--- src/rtl/store_drain_queue_pkg.sv ---
// rtl/store_drain_queue_pkg.sv - shared entry and drain-state types for the committed store drain queue
package store_drain_queue_pkg;

    localparam int SDQ_DATA_W = 32;
    localparam int SDQ_STRB_W = 4;

    typedef struct packed {
        logic                  valid;
        logic [SDQ_DATA_W-1:0] addr;
        logic [SDQ_STRB_W-1:0] wstrb;
        logic [SDQ_DATA_W-1:0] wdata;
    } store_entry_t;

    typedef enum logic [1:0] {
        DRAIN_IDLE = 2'd0,
        DRAIN_REQ  = 2'd1,
        DRAIN_WAIT = 2'd2
    } drain_state_e;

endpackage

--- src/rtl/store_byte_merge.sv ---
// rtl/store_byte_merge.sv - byte-lane merge of a new store over an older one (combinational)
module store_byte_merge #(
    parameter int DATA_WIDTH = 32
) (
    input  logic [DATA_WIDTH-1:0] old_data,
    input  logic [3:0]            old_strb,
    input  logic [DATA_WIDTH-1:0] new_data,
    input  logic [3:0]            new_strb,
    output logic [DATA_WIDTH-1:0] merged_data,
    output logic [3:0]            merged_strb
);

    localparam int LANE_W = DATA_WIDTH / 4;

    always_comb begin
        merged_strb = old_strb | new_strb;
        merged_data = old_data;
        for (int i = 0; i < 4; i++) begin
            if (new_strb[i]) begin
                merged_data[i*LANE_W +: LANE_W] = new_data[i*LANE_W +: LANE_W];
            end
        end
    end

endmodule

--- src/rtl/store_drain_queue.sv ---
// rtl/store_drain_queue.sv - in-order committed store FIFO draining to the dcache req/addr_ok/data_ok port
// Optional STORE_MERGE_EN: same-word pushes merge into the youngest entry.
module store_drain_queue
    import store_drain_queue_pkg::*;
#(
    parameter  int DATA_WIDTH = SDQ_DATA_W,
    parameter  int DEPTH      = 8,
    localparam int PTR_W      = $clog2(DEPTH)
) (
    input  logic                  clk_g,
    input  logic                  reset,
    input  logic                  push_valid,
    input  logic [DATA_WIDTH-1:0] push_addr,
    input  logic [3:0]            push_wstrb,
    input  logic [DATA_WIDTH-1:0] push_wdata,
    output logic                  push_ready,
    output logic                  data_req,
    output logic                  data_wr,
    output logic [3:0]            data_wstrb,
    output logic [DATA_WIDTH-1:0] data_addr,
    output logic [DATA_WIDTH-1:0] data_wdata,
    input  logic                  data_addr_ok,
    input  logic                  data_data_ok,
    input  logic [DATA_WIDTH-1:0] ld_addr,
    output logic                  ld_conflict,
    output logic                  drain_empty,
    output logic [PTR_W:0]        drain_count
);

    localparam logic [PTR_W:0] FULL_COUNT = (PTR_W+1)'(DEPTH);

    store_entry_t          entries [DEPTH];
    store_entry_t          wr_entry;
    store_entry_t          load_entry;
    drain_state_e          state;
    logic [PTR_W-1:0]      head, tail, wr_idx, load_idx;
    logic [PTR_W:0]        count, count_next;
    logic                  merge_hit, push_acc, alloc, retire;
    logic [DATA_WIDTH-1:0] base_data, merged_data;
    logic [3:0]            base_strb, merged_strb;
    logic                  unused_ok;

    assign unused_ok = &{1'b0, push_addr[1:0], ld_addr[1:0]};

`ifdef STORE_MERGE_EN
    logic [PTR_W-1:0] youngest;
    assign youngest  = tail - 1'b1;
    // The head is frozen on the cache port once a request is in flight.
    assign merge_hit = push_valid && (count != '0) && entries[youngest].valid
                    && (entries[youngest].addr[DATA_WIDTH-1:2] == push_addr[DATA_WIDTH-1:2])
                    && !((youngest == head) && (state != DRAIN_IDLE));
    assign base_data = merge_hit ? entries[youngest].wdata : '0;
    assign base_strb = merge_hit ? entries[youngest].wstrb : '0;
    assign wr_idx    = merge_hit ? youngest : tail;
`else
    assign merge_hit = 1'b0;
    assign base_data = '0;
    assign base_strb = '0;
    assign wr_idx    = tail;
`endif

    store_byte_merge #(.DATA_WIDTH(DATA_WIDTH)) u_merge (
        .old_data    (base_data),
        .old_strb    (base_strb),
        .new_data    (push_wdata),
        .new_strb    (push_wstrb),
        .merged_data (merged_data),
        .merged_strb (merged_strb)
    );

    assign push_ready = (count != FULL_COUNT) || merge_hit;
    assign push_acc   = push_valid && push_ready;
    assign alloc      = push_acc && !merge_hit;
    assign retire     = ((state == DRAIN_REQ) && data_addr_ok && data_data_ok)
                     || ((state == DRAIN_WAIT) && data_data_ok);

    always_comb begin
        wr_entry       = '0;
        wr_entry.valid = 1'b1;
        wr_entry.addr  = {push_addr[DATA_WIDTH-1:2], 2'b00};
        wr_entry.wstrb = merged_strb;
        wr_entry.wdata = merged_data;
    end

    always_comb begin
        count_next = count;
        if (alloc && !retire) begin
            count_next = count + 1'b1;
        end else if (!alloc && retire) begin
            count_next = count - 1'b1;
        end
    end

    // Entry to present next; bypasses a push landing in that slot on the same edge.
    assign load_idx   = (state == DRAIN_IDLE) ? head : head + 1'b1;
    assign load_entry = (push_acc && (wr_idx == load_idx)) ? wr_entry : entries[load_idx];

    always_ff @(posedge clk_g or negedge reset) begin
        if (!reset) begin
            for (int i = 0; i < DEPTH; i++) begin
                entries[i] <= '0;
            end
        end else begin
            if (retire) begin
                entries[head].valid <= 1'b0;
            end
            if (push_acc) begin
                entries[wr_idx] <= wr_entry;
            end
        end
    end

    always_ff @(posedge clk_g or negedge reset) begin
        if (!reset) begin
            state      <= DRAIN_IDLE;
            head       <= '0;
            tail       <= '0;
            count      <= '0;
            data_req   <= 1'b0;
            data_addr  <= '0;
            data_wdata <= '0;
            data_wstrb <= '0;
        end else begin
            if (alloc) begin
                tail <= tail + 1'b1;
            end
            if (retire) begin
                head <= head + 1'b1;
            end
            count <= count_next;
            case (state)
                DRAIN_IDLE: begin
                    if (count != '0) begin
                        state      <= DRAIN_REQ;
                        data_req   <= 1'b1;
                        data_addr  <= load_entry.addr;
                        data_wdata <= load_entry.wdata;
                        data_wstrb <= load_entry.wstrb;
                    end
                end
                DRAIN_REQ, DRAIN_WAIT: begin
                    if (retire) begin
                        if (count_next != '0) begin
                            state      <= DRAIN_REQ;
                            data_req   <= 1'b1;
                            data_addr  <= load_entry.addr;
                            data_wdata <= load_entry.wdata;
                            data_wstrb <= load_entry.wstrb;
                        end else begin
                            state    <= DRAIN_IDLE;
                            data_req <= 1'b0;
                        end
                    end else if ((state == DRAIN_REQ) && data_addr_ok) begin
                        state    <= DRAIN_WAIT;
                        data_req <= 1'b0;
                    end
                end
                default: begin
                    state    <= DRAIN_IDLE;
                    data_req <= 1'b0;
                end
            endcase
        end
    end

    always_comb begin
        ld_conflict = 1'b0;
        for (int i = 0; i < DEPTH; i++) begin
            if (entries[i].valid && (entries[i].addr[DATA_WIDTH-1:2] == ld_addr[DATA_WIDTH-1:2])) begin
                ld_conflict = 1'b1;
            end
        end
    end

    assign data_wr     = 1'b1;
    assign drain_empty = (count == '0) && (state == DRAIN_IDLE);
    assign drain_count = count;

    a_no_push_when_full: assert property (@(posedge clk_g) disable iff (!reset) push_valid |-> push_ready);

endmodule

--- config.mk ---
export PLATFORM = sky130hd
export DESIGN_NAME = store_drain_queue
export DESIGN_NICKNAME = d
export VERILOG_FILES = /design/src/rtl/store_drain_queue_pkg.sv /design/src/rtl/store_byte_merge.sv /design/src/rtl/store_drain_queue.sv
export SDC_FILE = /design/constraint.sdc
export NUM_CORES = 1
export LEC_CHECK = 0
export ABC_CLOCK_PERIOD_IN_PS = 7900
export BUFFER_PORTS_ARGS = -buffer_cell sky130_fd_sc_hd__buf_2
export CAP_MARGIN = 40
export CORE_AREA = 2 2 319 321
export DETAILED_ROUTE_END_ITERATION = 16
export DIE_AREA = 0 0 321 323
export SYNTH_ARGS = -nofsm -noshare
export SYNTH_HDL_FRONTEND = slang
export SYNTH_SLANG_ARGS = --single-unit
--- constraint.sdc ---
create_clock -name clk_g -period 7.9 [get_ports clk_g]
set_input_delay 0.79 -clock clk_g [delete_from_list [all_inputs] [get_ports clk_g]]
set_output_delay 0.79 -clock clk_g [all_outputs]
set_load 0.005 [all_outputs]
==> results.toml <==
[critical_path]
worstPathRequired_ns = 8.39
cp.depth = 10
crit_start = "drain_count[0]$_DFF_PN0_"
timing.rr.end = "data_wdata[25]$_DFFE_PN0P_"
cp.arrival_ns = 4.36
rr_worst_depth = 10
crit_end = "data_wdata[25]$_DFFE_PN0P_"
reg2reg_slack_ns = 4.04
crit_buf_inv = 3
path_max_fanout = 37
path_delay_family = "buffers and inverters"
timing.rr.start = "drain_count[0]$_DFF_PN0_"
critPathKind = "reg -> reg"
cp-end-kind = "register"
slowest_stage = "buf_4"
path_cells = "inv_1 > ha_1 > and3b_1 > nor2_2 > a31oi_1 > xnor2_1 > o31ai_4 > buf_4 > buf_4 > mux2_2"
start_kind = "register"
max_stage_delay_ns = 0.61
cp_common_cell = "buf_4"

[synth]
yosys-top-cells-area = "dfrtp_1 51%, mux2_2 12%, mux4_2 9.9%, o21ai_0 4.9%, xnor2_1 4.9%"
synth.largest_area_cell = "dfrtp_1"
synthArstFlopShare_pct = 100
synth-edff-count = 0
synth_warnings = 0
syn_inst = 2446
syn-num-nets = 2560
synthFlopType = "dfrtp_1"
yosysUniqueCellTypes = 48
syn_area_per_cell_sq_um = 12.2
seq_area_frac_synth_pct = 51.5
yosysTopAreaCellShare_pct = 51.5
synth_seq_cells = 615
netlist_area_sq_um = 29900

[cells_and_area]
area_growth_pct = 16.1
multiInputGateArea_sq_um = 13800
layout.nets = 2663
regArea_sq_um = 15400
final_layout_size_suffix_gt1_share_pct = 30.1
final_cell_mix = "615 x dfrtp_1, 347 x nand2_1, 309 x mux2_2"
fill_cells = 10046
layout_commonest_cell = "dfrtp_1"

[clock_network]
cts_made_buffers = 73
cts_hold_buf = 0
ctsRootBufferMaster = "clkbuf_16"
cts-htree-levels = 3
clkTransAtPathRegs_ns = 0.06
post_cts.repair.setup_buffers = 0
post_cts_resize_count = 0
clock_latency_ns = 0.63
cts_tree = "yes"
cts.path.max_buffers = 3
cts_sinks = 615

[placement]
dpl_worst_slack_ns = 3.86
place.gp.congestion = 0.898
hpwl_um = 56200
portBuffers = 176

[floorplan]
initial_core_util_pct = 29.7
fp.dieH_um = 323
fp.dieW_um = 321
io-pin-count = 182
num_rows = 117
dieArea_sq_um = 104000
core-area_sq_um = 101000

[global_route]
grt_use_total_pct = 16.9
grt_overflow = 0
grt_pass1_wl_um = 132000
first_global_vias = 19842
grt_antenna_before_repair = 16
grt_max_degree = 148

[routing]
dr.first_iter.drc_count = 1528
vias = 19569
wl_um = 87200
drc = 0
dr.pass1.iters = 5
ant_nets = 0
vias_per_cell = 4.99
routedWlPerCell_um = 22.3

[timing]
setup_tns_ns = 0
hold_violations = 0
relSlewSlack_pct = 39.6
slew_violations = 0
period_share_pct = 48.9
clock_skew_ns = 0.0232
tightest_slew_ns = 0.906
period_needed_ns = 3.86
grt_setup_unrepaired = "no"
fmax_mhz = 259
setup_violations = 0
fin_ws_ns = 4.04

[pwr]
clockPowerShare_pct = 20.8
power_density_nw_per_um2 = 477
p_int_mw = 10.4
leakage_nw = 14.8
seqPwrFrac_pct = 33.4
peakVddDrop_v = 0.000380
swShare_pct = 37.1
p_sw_mw = 6.14
combPwrFrac_pct = 45.8

[worst_hold_path]
min_path_type = "in -> async"

[run]
max-cap-violations = 0

[run_status]
status = "complete, no violations"
-- power by group through the flow --
stage          sequential (mW)  combinational, mW  clock [mW]
2_1_floorplan             5.27               5.53           0
4_1_cts                   5.51               7.70        3.54
5_1_grt                   5.70               8.21        3.65
3_3_place_gp              5.51               7.47           0
3_5_place_dp              5.56               7.68           0
6_report                  5.52               7.58        3.45
-- worst min-delay path by stage --
stage / cells past startpoint / end / from / slack (ns)
final: 1 / entries[364]$_DFFE_PN0P_ / reset / 0.21
after CTS: 1 / entries[88]$_DFFE_PN0P_ / reset / 0.24
after global placement: 2 / entries[434]$_DFFE_PN0P_ / entries[434]$_DFFE_PN0P_ / 0.46
after global routing: 1 / entries[88]$_DFFE_PN0P_ / reset / 0.27
after floorplan: 2 / entries[207]$_DFFE_PN0P_ / entries[207]$_DFFE_PN0P_ / 0.44
after detailed placement: 2 / entries[231]$_DFFE_PN0P_ / entries[231]$_DFFE_PN0P_ / 0.47
-- worst reg2reg max path, delay by kind of cell, from the launching register on --
kind | cells | cell delay [ns]
compound gates | 2 | 0.45
xor+xnor | 1 | 0.22
fa+ha+maj | 1 | 0.21
buf+inv | 3 | 1.24
flops | 1 | 0.46
mux | 1 | 0.50
simple gates | 2 | 0.67
-- synthesized netlist by cell type, types with 35 or more instances --
cell	number
dfrtp_1	615
mux4_2	132
nand2_1	350
mux2_2	309
clkbuf_1	148
xnor2_1	168
nor2b_1	36
a21oi_1	36
xor2_1	82
nand4_1	51
o21ai_0	295
mux2i_1	35
-- metrics by stage --
step                hold WS [ns]  std cells  utilization, %  cell area, sq um  power (mW)
global placement           0.456       3774            31.8             32000        13.0
finish                     0.207       3918            34.5             34700        16.5
detailed placement         0.466       3783            32.0             32200        13.2
floorplan                  0.445       2446               -             29900        10.8
global route               0.268       3914            34.5             34700        17.6
CTS                        0.236       3914            34.5             34700        16.7
-- cells by family (layout without fill, tap and decap cells) --
| kind of cell | after synthesis | in the layout | share of synthesized area [%] |
|---|---|---|---|
| and+or+nand+nor | 493 | 493 | 7.37 |
| DFF | 615 | 615 | 51.5 |
| xor gates and xnor gates | 251 | 251 | 7.40 |
| adders and majority gates | 9 | 9 | 0.377 |
| other | 1 | 5 | 0.0125 |
| AOI/OAI and AO/OA | 382 | 382 | 6.90 |
| muxes | 505 | 505 | 23.8 |
| buffers and inverters | 190 | 349 | 2.64 |
-- metal layers --
metal	track usage, %	vias up	share of wire [%]
met3	3.31	157	5.0
met1	22.8	10056	45
met2	27.5	430	47
met5	0	-	0.12
met4	5.03	16	2.8
li1	-	8910	-
-- final cells by class --
| class | count | share of cell area, % |
|---|---|---|
| timing repair buffer | 212 | 3.93 |
| inverter | 6 | 0.0649 |
| antenna | 4 | 0.0288 |
| multi-input combinational | 1641 | 39.9 |
| clock inverter | 22 | 0.847 |
| sequential | 615 | 44.3 |
| tap | 1309 | 4.72 |
| clock buffer | 109 | 6.23 |
-- registers in the layout, indices dropped and copies added, names as in the netlist --
signal       cells
data_wdata      32
head             3
data_addr       31
entries        536
drain_count      4
state            2
tail             3
data_wstrb       4
Power figures use the tool's default switching activity.
